[config.mk]
export PLATFORM = sky130hd
export DESIGN_NAME = snn_config_loader_flat
export DESIGN_NICKNAME = d
export VERILOG_FILES = /design/src/rtl/snn_config_loader_pkg.sv /design/src/rtl/snn_config_loader_if.sv /design/src/rtl/snn_config_loader_unpack.sv /design/src/rtl/snn_config_loader.sv /design/src/flat_wrapper.sv
export SDC_FILE = /design/constraint.sdc
export NUM_CORES = 2
export LEC_CHECK = 0
export CORE_AREA = 2 2 382 384
export DETAILED_ROUTE_END_ITERATION = 12
export DIE_AREA = 0 0 384 386
export GPL_ROUTABILITY_DRIVEN = 0
export PLACE_DENSITY_LB_ADDON = 0.15
export SYNTH_ARGS = -nofsm -noshare
export SYNTH_HDL_FRONTEND = slang
export SYNTH_SLANG_ARGS = --single-unit
export TNS_END_PERCENT = 5
[constraint.sdc]
create_clock -name clk -period 85.6 [get_ports clk]
set_clock_uncertainty 0.15 [all_clocks]
set_input_delay 21.4 -clock clk [delete_from_list [all_inputs] [get_ports clk]]
set_output_delay 21.4 -clock clk [all_outputs]
set_load 0.02 [all_outputs]
[src/rtl/snn_config_loader_pkg.sv]
// Shared widths, byte offsets, FSM encoding and configuration types for the SNN config loader.
// SNN_CFG_CHECKSUM_EN adds a trailing XOR checksum byte to every load.
package snn_cfg_pkg;

   localparam int W_WEIGHTS = 320;
   localparam int W_DELAYS  = 640;
   localparam int NUM_BYTES = 123;

   localparam int OFF_WEIGHTS = 0;
   localparam int OFF_DELAYS  = 40;
   localparam int OFF_THR     = 120;
   localparam int OFF_DECAY   = 121;
   localparam int OFF_REFR    = 122;

   localparam int N_WEIGHT_BYTES = W_WEIGHTS / 8;
   localparam int N_DELAY_BYTES  = W_DELAYS / 8;

   localparam int W_THR   = 5;
   localparam int W_DECAY = 3;
   localparam int W_REFR  = 5;
   localparam int PTR_W   = 7;

   // Index of the byte whose acceptance ends the load phase.
`ifdef SNN_CFG_CHECKSUM_EN
   localparam logic [PTR_W-1:0] LAST_PTR = PTR_W'(NUM_BYTES);
`else
   localparam logic [PTR_W-1:0] LAST_PTR = PTR_W'(NUM_BYTES - 1);
`endif

   typedef enum logic [1:0] {
      IDLE   = 2'd0,
      LOAD   = 2'd1,
      COMMIT = 2'd2
   } state_t;

   typedef logic [NUM_BYTES-1:0][7:0] shadow_t;

   typedef struct packed {
      logic [W_WEIGHTS-1:0] weights;
      logic [W_DELAYS-1:0]  delays;
      logic [W_THR-1:0]     threshold;
      logic [W_DECAY-1:0]   decay;
      logic [W_REFR-1:0]    refractory_period;
   } cfg_t;

   function automatic logic [7:0] xor_acc(input logic [7:0] acc, input logic [7:0] b);
      return acc ^ b;
   endfunction

endpackage

[src/rtl/snn_config_loader_if.sv]
// Byte-stream and configuration-output bundle between the upstream host (master) and the loader (slave).
interface snn_config_loader_if;

   logic                               load_start;
   logic [7:0]                         byte_in;
   logic                               byte_valid;
   logic                               byte_ready;
   logic                               net_enable_in;
   logic                               enable_out;
   logic [snn_cfg_pkg::W_WEIGHTS-1:0]  weights;
   logic [snn_cfg_pkg::W_DELAYS-1:0]   delays;
   logic [snn_cfg_pkg::W_THR-1:0]      threshold;
   logic [snn_cfg_pkg::W_DECAY-1:0]    decay;
   logic [snn_cfg_pkg::W_REFR-1:0]     refractory_period;
   logic                               config_valid;
   logic                               load_busy;
   logic                               load_error;

   modport master (
      output load_start, byte_in, byte_valid, net_enable_in,
      input  byte_ready, enable_out, weights, delays, threshold, decay,
             refractory_period, config_valid, load_busy, load_error
   );

   modport slave (
      input  load_start, byte_in, byte_valid, net_enable_in,
      output byte_ready, enable_out, weights, delays, threshold, decay,
             refractory_period, config_valid, load_busy, load_error
   );

endinterface

[src/rtl/snn_config_loader_unpack.sv]
// Combinational mapping of the shadow byte array onto the typed configuration fields.
module snn_cfg_unpack
   import snn_cfg_pkg::*;
(
   input  shadow_t i_shadow,
   output cfg_t    o_cfg
);

   logic [W_WEIGHTS-1:0] w_weights;
   logic [W_DELAYS-1:0]  w_delays;
   logic                 w_unused_bits;

   genvar gi;
   generate
      for (gi = 0; gi < N_WEIGHT_BYTES; gi++) begin : g_weights
         assign w_weights[8*gi +: 8] = i_shadow[OFF_WEIGHTS + gi];
      end
      for (gi = 0; gi < N_DELAY_BYTES; gi++) begin : g_delays
         assign w_delays[8*gi +: 8] = i_shadow[OFF_DELAYS + gi];
      end
   endgenerate

   // Upper bits of the scalar parameter bytes carry no meaning.
   assign w_unused_bits = ^{i_shadow[OFF_THR][7:W_THR],
                            i_shadow[OFF_DECAY][7:W_DECAY],
                            i_shadow[OFF_REFR][7:W_REFR]};

   always_comb begin
      o_cfg.weights           = w_weights;
      o_cfg.delays            = w_delays;
      o_cfg.threshold         = i_shadow[OFF_THR][W_THR-1:0];
      o_cfg.decay             = i_shadow[OFF_DECAY][W_DECAY-1:0];
      o_cfg.refractory_period = i_shadow[OFF_REFR][W_REFR-1:0];
   end

endmodule

[src/rtl/snn_config_loader.sv]
// Byte-serial SNN configuration loader: shadow store, atomic commit, enable gating.
// Optional SNN_CFG_CHECKSUM_EN: trailing XOR checksum byte; mismatch aborts the commit.
module snn_config_loader
   import snn_cfg_pkg::*;
(
   input  logic               clk,
   input  logic               reset,
   snn_config_loader_if.slave bus
);

   state_t           r_state;
   state_t           w_next_state;
   logic [PTR_W-1:0] r_ptr;
   shadow_t          r_shadow;
   cfg_t             r_active;
   cfg_t             w_unpacked;
   logic             r_cfg_valid;

   logic w_byte_ready;
   logic w_busy;
   logic w_accept;
   logic w_restart;
   logic w_commit;
   logic w_cks_fail;
   logic w_cks_ok;

`ifdef SNN_CFG_CHECKSUM_EN
   logic [7:0] r_xor;
   logic       r_load_error;

   // Correct checksum byte makes the running XOR over all bytes zero.
   assign w_cks_ok = (xor_acc(r_xor, bus.byte_in) == 8'h00);
`else
   logic w_unused_cks;

   assign w_cks_ok     = 1'b1;
   assign w_unused_cks = w_cks_fail;
`endif

   always_ff @(posedge clk or posedge reset) begin
      if (reset) begin
         r_state <= IDLE;
      end else begin
         r_state <= w_next_state;
      end
   end

   always_comb begin
      w_next_state = r_state;
      w_byte_ready = 1'b0;
      w_busy       = 1'b0;
      w_accept     = 1'b0;
      w_restart    = 1'b0;
      w_commit     = 1'b0;
      w_cks_fail   = 1'b0;
      case (r_state)
         IDLE: begin
            if (bus.load_start) begin
               w_restart    = 1'b1;
               w_next_state = LOAD;
            end
         end
         LOAD: begin
            w_byte_ready = 1'b1;
            w_busy       = 1'b1;
            // A restart wins over a simultaneous byte, which is dropped.
            if (bus.load_start) begin
               w_restart = 1'b1;
            end else if (bus.byte_valid) begin
               w_accept = 1'b1;
               if (r_ptr == LAST_PTR) begin
                  if (w_cks_ok) begin
                     w_next_state = COMMIT;
                  end else begin
                     w_cks_fail   = 1'b1;
                     w_next_state = IDLE;
                  end
               end
            end
         end
         COMMIT: begin
            w_busy       = 1'b1;
            w_commit     = 1'b1;
            w_next_state = IDLE;
         end
         default: begin
            w_next_state = IDLE;
         end
      endcase
   end

   always_ff @(posedge clk or posedge reset) begin
      if (reset) begin
         r_ptr <= '0;
      end else if (w_restart) begin
         r_ptr <= '0;
      end else if (w_accept) begin
         r_ptr <= r_ptr + PTR_W'(1);
      end
   end

   // The checksum byte lands at an index beyond the array and is never stored.
   always_ff @(posedge clk or posedge reset) begin
      if (reset) begin
         r_shadow <= '0;
      end else begin
         for (int i = 0; i < NUM_BYTES; i++) begin
            if (w_accept && (r_ptr == PTR_W'(i))) begin
               r_shadow[i] <= bus.byte_in;
            end
         end
      end
   end

`ifdef SNN_CFG_CHECKSUM_EN
   always_ff @(posedge clk or posedge reset) begin
      if (reset) begin
         r_xor        <= 8'h00;
         r_load_error <= 1'b0;
      end else if (w_restart) begin
         r_xor        <= 8'h00;
         r_load_error <= 1'b0;
      end else begin
         if (w_accept) begin
            r_xor <= xor_acc(r_xor, bus.byte_in);
         end
         if (w_cks_fail) begin
            r_load_error <= 1'b1;
         end
      end
   end

   assign bus.load_error = r_load_error;
`else
   assign bus.load_error = 1'b0;
`endif

   snn_cfg_unpack u_unpack (
      .i_shadow (r_shadow),
      .o_cfg    (w_unpacked)
   );

   always_ff @(posedge clk or posedge reset) begin
      if (reset) begin
         r_active    <= '0;
         r_cfg_valid <= 1'b0;
      end else if (w_commit) begin
         r_active    <= w_unpacked;
         r_cfg_valid <= 1'b1;
      end
   end

   assign bus.byte_ready        = w_byte_ready;
   assign bus.load_busy         = w_busy;
   assign bus.config_valid      = r_cfg_valid;
   assign bus.enable_out        = bus.net_enable_in & r_cfg_valid;
   assign bus.weights           = r_active.weights;
   assign bus.delays            = r_active.delays;
   assign bus.threshold         = r_active.threshold;
   assign bus.decay             = r_active.decay;
   assign bus.refractory_period = r_active.refractory_period;

endmodule

[src/flat_wrapper.sv]
// flat-port wrapper written by rule: the top's interface ports become plain ports
module snn_config_loader_flat import snn_cfg_pkg::*;
  (clk, reset, bus_load_start, bus_byte_in, bus_byte_valid, bus_net_enable_in, bus_byte_ready, bus_enable_out, bus_weights, bus_delays, bus_threshold, bus_decay, bus_refractory_period, bus_config_valid, bus_load_busy, bus_load_error);
  snn_config_loader_if bus_i ();
  input  logic clk;
  input  logic reset;
  input wire logic [$bits(bus_i.load_start)-1:0] bus_load_start;
  input wire logic [$bits(bus_i.byte_in)-1:0] bus_byte_in;
  input wire logic [$bits(bus_i.byte_valid)-1:0] bus_byte_valid;
  input wire logic [$bits(bus_i.net_enable_in)-1:0] bus_net_enable_in;
  output wire logic [$bits(bus_i.byte_ready)-1:0] bus_byte_ready;
  output wire logic [$bits(bus_i.enable_out)-1:0] bus_enable_out;
  output wire logic [$bits(bus_i.weights)-1:0] bus_weights;
  output wire logic [$bits(bus_i.delays)-1:0] bus_delays;
  output wire logic [$bits(bus_i.threshold)-1:0] bus_threshold;
  output wire logic [$bits(bus_i.decay)-1:0] bus_decay;
  output wire logic [$bits(bus_i.refractory_period)-1:0] bus_refractory_period;
  output wire logic [$bits(bus_i.config_valid)-1:0] bus_config_valid;
  output wire logic [$bits(bus_i.load_busy)-1:0] bus_load_busy;
  output wire logic [$bits(bus_i.load_error)-1:0] bus_load_error;
  assign bus_i.load_start = bus_load_start;
  assign bus_i.byte_in = bus_byte_in;
  assign bus_i.byte_valid = bus_byte_valid;
  assign bus_i.net_enable_in = bus_net_enable_in;
  assign bus_byte_ready = bus_i.byte_ready;
  assign bus_enable_out = bus_i.enable_out;
  assign bus_weights = bus_i.weights;
  assign bus_delays = bus_i.delays;
  assign bus_threshold = bus_i.threshold;
  assign bus_decay = bus_i.decay;
  assign bus_refractory_period = bus_i.refractory_period;
  assign bus_config_valid = bus_i.config_valid;
  assign bus_load_busy = bus_i.load_busy;
  assign bus_load_error = bus_i.load_error;
  snn_config_loader u_core (.clk(clk), .reset(reset), .bus(bus_i));
endmodule
==> results by group <==
GRT
  • Congestion Overflow GR: 0
  • Aggregate global-route resource usage: ~27%
  • Pin count of the biggest net entering global routing: about 170
  • Antenna violations before repair: 1
  • Global-route wire length before repair: 293 mm
  • Number of global-route vias before repair: 42,568

Finish
  • Utilization after layout: about 64%
  • Area delta synth->final: 24.7%
  • Number of fill cells: 10,545
  • Final net count: between 5,000 and 6,000
  • Layout cells sized above 1: 43.7%
  • Cell area after layout: ~93,000 um2

Floorplan
  • Placeable core region: approximately 140,000 um2
  • Starting density of the core: ~51%
  • Top-level port count: about 1,000
  • Number of core rows: 140
  • DIE HEIGHT: approximately 390 um
  • DIE AREA: around 150,000 um2
  • Width of the chip: about 380 um

Clocking
  • Count of instances resized after the clock tree is built: 0
  • Clock latency at the later pin of the worst-skew pair: 0.80 ns
  • Buffer count from post-CTS setup fixing: 0
  • Number of buffers on the longest clock path: 3
  • TritonCTS Sinks: 1,956
  • H-tree levels: 4
  • TritonCTS clock tree: done
  • Clk slew on worst S/H paths: ~0.060 ns
  • Number of buffers inserted for hold repair after clock tree synthesis: 0
  • Number of buffers inserted during clock tree synthesis: approximately 200
  • Clock root buffer master: sky130_fd_sc_hd__clkbuf_16

Worst setup path
  • Highest fanout seen on the critical path: 1
  • Critical path capture point type: primary output
  • Worst Setup Start Kind: input pin
  • Crit Path Category: input pin to primary output
  • Flop-to-flop setup slack: ~80 ns
  • Beginning of the critical path: bus_net_enable_in
  • Worst Path Arrival: 22.58 ns
  • Worst reg2reg path startpoint: u_core.r_state[0]
  • Worst path required time: between 60 and 70 ns
  • Reg-to-Reg End: u_core.bus.delays[32]
  • Number of cells on the worst reg-to-reg path: 7

STA
  • Hold Violations, Final: 0
  • Final sum of negative setup slack: 0 ns
  • Max-slew violations: 0
  • Maximum clock frequency: ~0.023 GHz
  • Worst hold slack: 0.318 ns
  • Final period utilization: a little over 50%
  • Setup Viol. Count Final: 0
  • PnR worst setup slack: 41.47 ns
  • Fin crit period: around 44 ns
  • Least-Margin Pin Slew: 1.12 ns
  • Max-slew headroom: roughly a quarter
  • Unrepaired setup endpoints after global routing: no

Synth
  • Mapped Cells: approximately 4,400
  • Most instantiated flip-flop cell in the synthesis netlist: sky130_fd_sc_hd__dfrtp_1
  • EDFF count, synth: 0
  • Sequential element share of the synthesized area: about two thirds
  • Syn. warnings: 0
  • Per-instance average area after synthesis: roughly 17 um2
  • Syn_nets: ~4,400
  • Share of flip-flops with an asynchronous set or reset: 100%
  • Count of different cell masters after synthesis: 51
  • Cell area after technology mapping: ~74,000 um2
  • Flop and latch count out of synthesis: between 1,500 and 2,000

Route
  • DR pass1 iterations: 5
  • Wire length per cell: around 27 um
  • Detailed-routed wire length on met2: between 90 and 100 mm
  • DRC Markers: 0
  • Count of antenna-violating nets left after detailed routing: 0
  • Total via count after detailed routing: ~41,000
  • Average via count per standard cell: 5.49
  • DR iter-0 viols: roughly 2,100
  • Wl on met1: ~80 mm
  • Highest layer used for signal routing: met4
  • Met3 Routed Length: ~14 mm
  • Routed Wire Length: 200 mm

Place
  • Number of I/O port buffers: between 900 and 1,000
  • Half-perimeter wire length after detailed placement: about 130 mm
  • DP Worst Slack: 41.47 ns
  • Post-placement cell area: between 80,000 and 90,000 um2

Worst hold path
  • Cells on Worst Hold Path: 1
  • Worst-case hold path end point: u_core.bus.decay[0]
  • Start point of the worst hold path: u_core.r_shadow[968]
  • Worst min path class: flop to flop

Job
  • Maximum capacitance violations: 0

Power
  • Leakage power of the design: 46.1 nW
  • PD cells: approximately 20 nW/um2
  • IR Drop Worst-Case VDD: about 0.018 mV

Status
  • Result of the run: finished, final reports clean
==> metal layers <==
metal / vias up / global-route usage [%]
li1: 17520 / -
met1: 22035 / 33.8
met2: 990 / 43.5
met3: 321 / 8.11
met4: 0 / 11.8
met5: - / 0
==> cells by family after synthesis <==
kind of cell | Yosys count | synth area share (%)
AOI/OAI and AO/OA | 23 | 0.192
adders and majority gates | 8 | 0.135
buffers and inverters | 268 | 1.59
DFF | 1956 | 65.9
muxes | 1946 | 29.5
other | 1 | 0.00505
and+or+nand+nor | 172 | 2.60
==> through the flow <==
stage	instances	power [mW]
finish	7437	1.84
global route	7436	1.90
CTS	7435	1.86
detailed placement	7082	0.991
global placement	7082	0.989
floorplan	4374	0.976
==> final cells by class <==
| type | count | area (um2) | area share [%] |
|---|---|---|---|
| repair buffers | 1053 | 10400 | 11.3 |
| inverters | 6 | 30.0 | 0.0325 |
| diodes | 2 | 5.00 | 0.00541 |
| clock inverters | 62 | 768 | 0.830 |
| clock buffers | 291 | 5790 | 6.25 |
| multi-input cells | 2150 | 24200 | 26.1 |
| well taps | 1917 | 2400 | 2.59 |
| flip-flops and latches | 1956 | 48900 | 52.9 |
==> cell usage after synthesis, types with 2 or more instances <==
cell	instances	share of area (%)
sky130_fd_sc_hd__nor3_2	7	0.094
sky130_fd_sc_hd__o31ai_1	2	0.020
sky130_fd_sc_hd__nor3b_2	3	0.051
sky130_fd_sc_hd__mux2_1	21	0.32
sky130_fd_sc_hd__o21ai_0	8	0.054
sky130_fd_sc_hd__nand3_1	35	0.24
sky130_fd_sc_hd__ha_1	8	0.13
sky130_fd_sc_hd__nand3_2	8	0.11
sky130_fd_sc_hd__buf_2	75	0.51
sky130_fd_sc_hd__and3b_1	5	0.059
sky130_fd_sc_hd__nor3_4	75	1.6
sky130_fd_sc_hd__a21oi_1	6	0.040
sky130_fd_sc_hd__nand2b_1	3	0.025
sky130_fd_sc_hd__and2_1	2	0.017
sky130_fd_sc_hd__mux2_2	1925	29
sky130_fd_sc_hd__nand2_1	4	0.020
sky130_fd_sc_hd__clkbuf_1	162	0.82
sky130_fd_sc_hd__dfrtp_1	1956	66
sky130_fd_sc_hd__buf_6	4	0.061
sky130_fd_sc_hd__or3_1	3	0.025
sky130_fd_sc_hd__buf_4	14	0.14
sky130_fd_sc_hd__or3b_1	2	0.024
sky130_fd_sc_hd__nand3b_1	5	0.051
sky130_fd_sc_hd__buf_1	6	0.030
sky130_fd_sc_hd__and4b_1	3	0.040
sky130_fd_sc_hd__inv_1	6	0.030
sky130_fd_sc_hd__nor2_1	2	0.010
==> registers in the layout, summed over array words and instances (netlist names) <==
signal,count
u_core.bus.threshold,5
u_core.bus.weights,320
u_core.bus.config_valid,1
u_core.r_state,2
u_core.r_shadow,973
u_core.r_ptr,7
u_core.bus.decay,3
u_core.bus.refractory_period,5
u_core.bus.delays,640
==> cells in the final DEF, fill, tap and decap left out, drive strengths merged, types with 3 or more instances in the layout <==
cell / n
or3b: 3
and3b: 5
bufinv: 14
o21ai: 8
dfrtp: 1956
clkinv: 40
clkbuf: 291
a21oi: 6
or3: 3
mux2: 1946
nand2: 5
buf: 72
clkdlybuf4s50: 981
inv: 12
nor3: 83
nand3: 44
nand3b: 6
nand2b: 3
ha: 8
nor3b: 3
nand4b: 3
and4b: 3
==> worst max-delay path: stages <==
cell,delay (ns)
sky130_fd_sc_hd__clkdlybuf4s50_1,0.46
sky130_fd_sc_hd__and2_1,0.12
sky130_fd_sc_hd__clkdlybuf4s50_1,0.60
==> where the power goes <==
group / leakage [nW] / switching, mW / internal [mW] / total (mW)
Clock: 3.24 / 0.357 / 0.509 / 0.866
Sequential: 27.3 / 0.00224 / 0.929 / 0.931
Combinational: 15.6 / 0.0345 / 0.00611 / 0.0406
==> worst max path at each step <==
stage | end | slack, ns
CTS | bus_enable_out | 41.46
floorplan | u_core.bus.config_valid | 8.81
global route | bus_enable_out | 41.42
global placement | bus_enable_out | 41.44
finish | bus_enable_out | 41.47
detailed placement | bus_enable_out | 41.47
No activity file was read; power rests on OpenSTA's default activity.
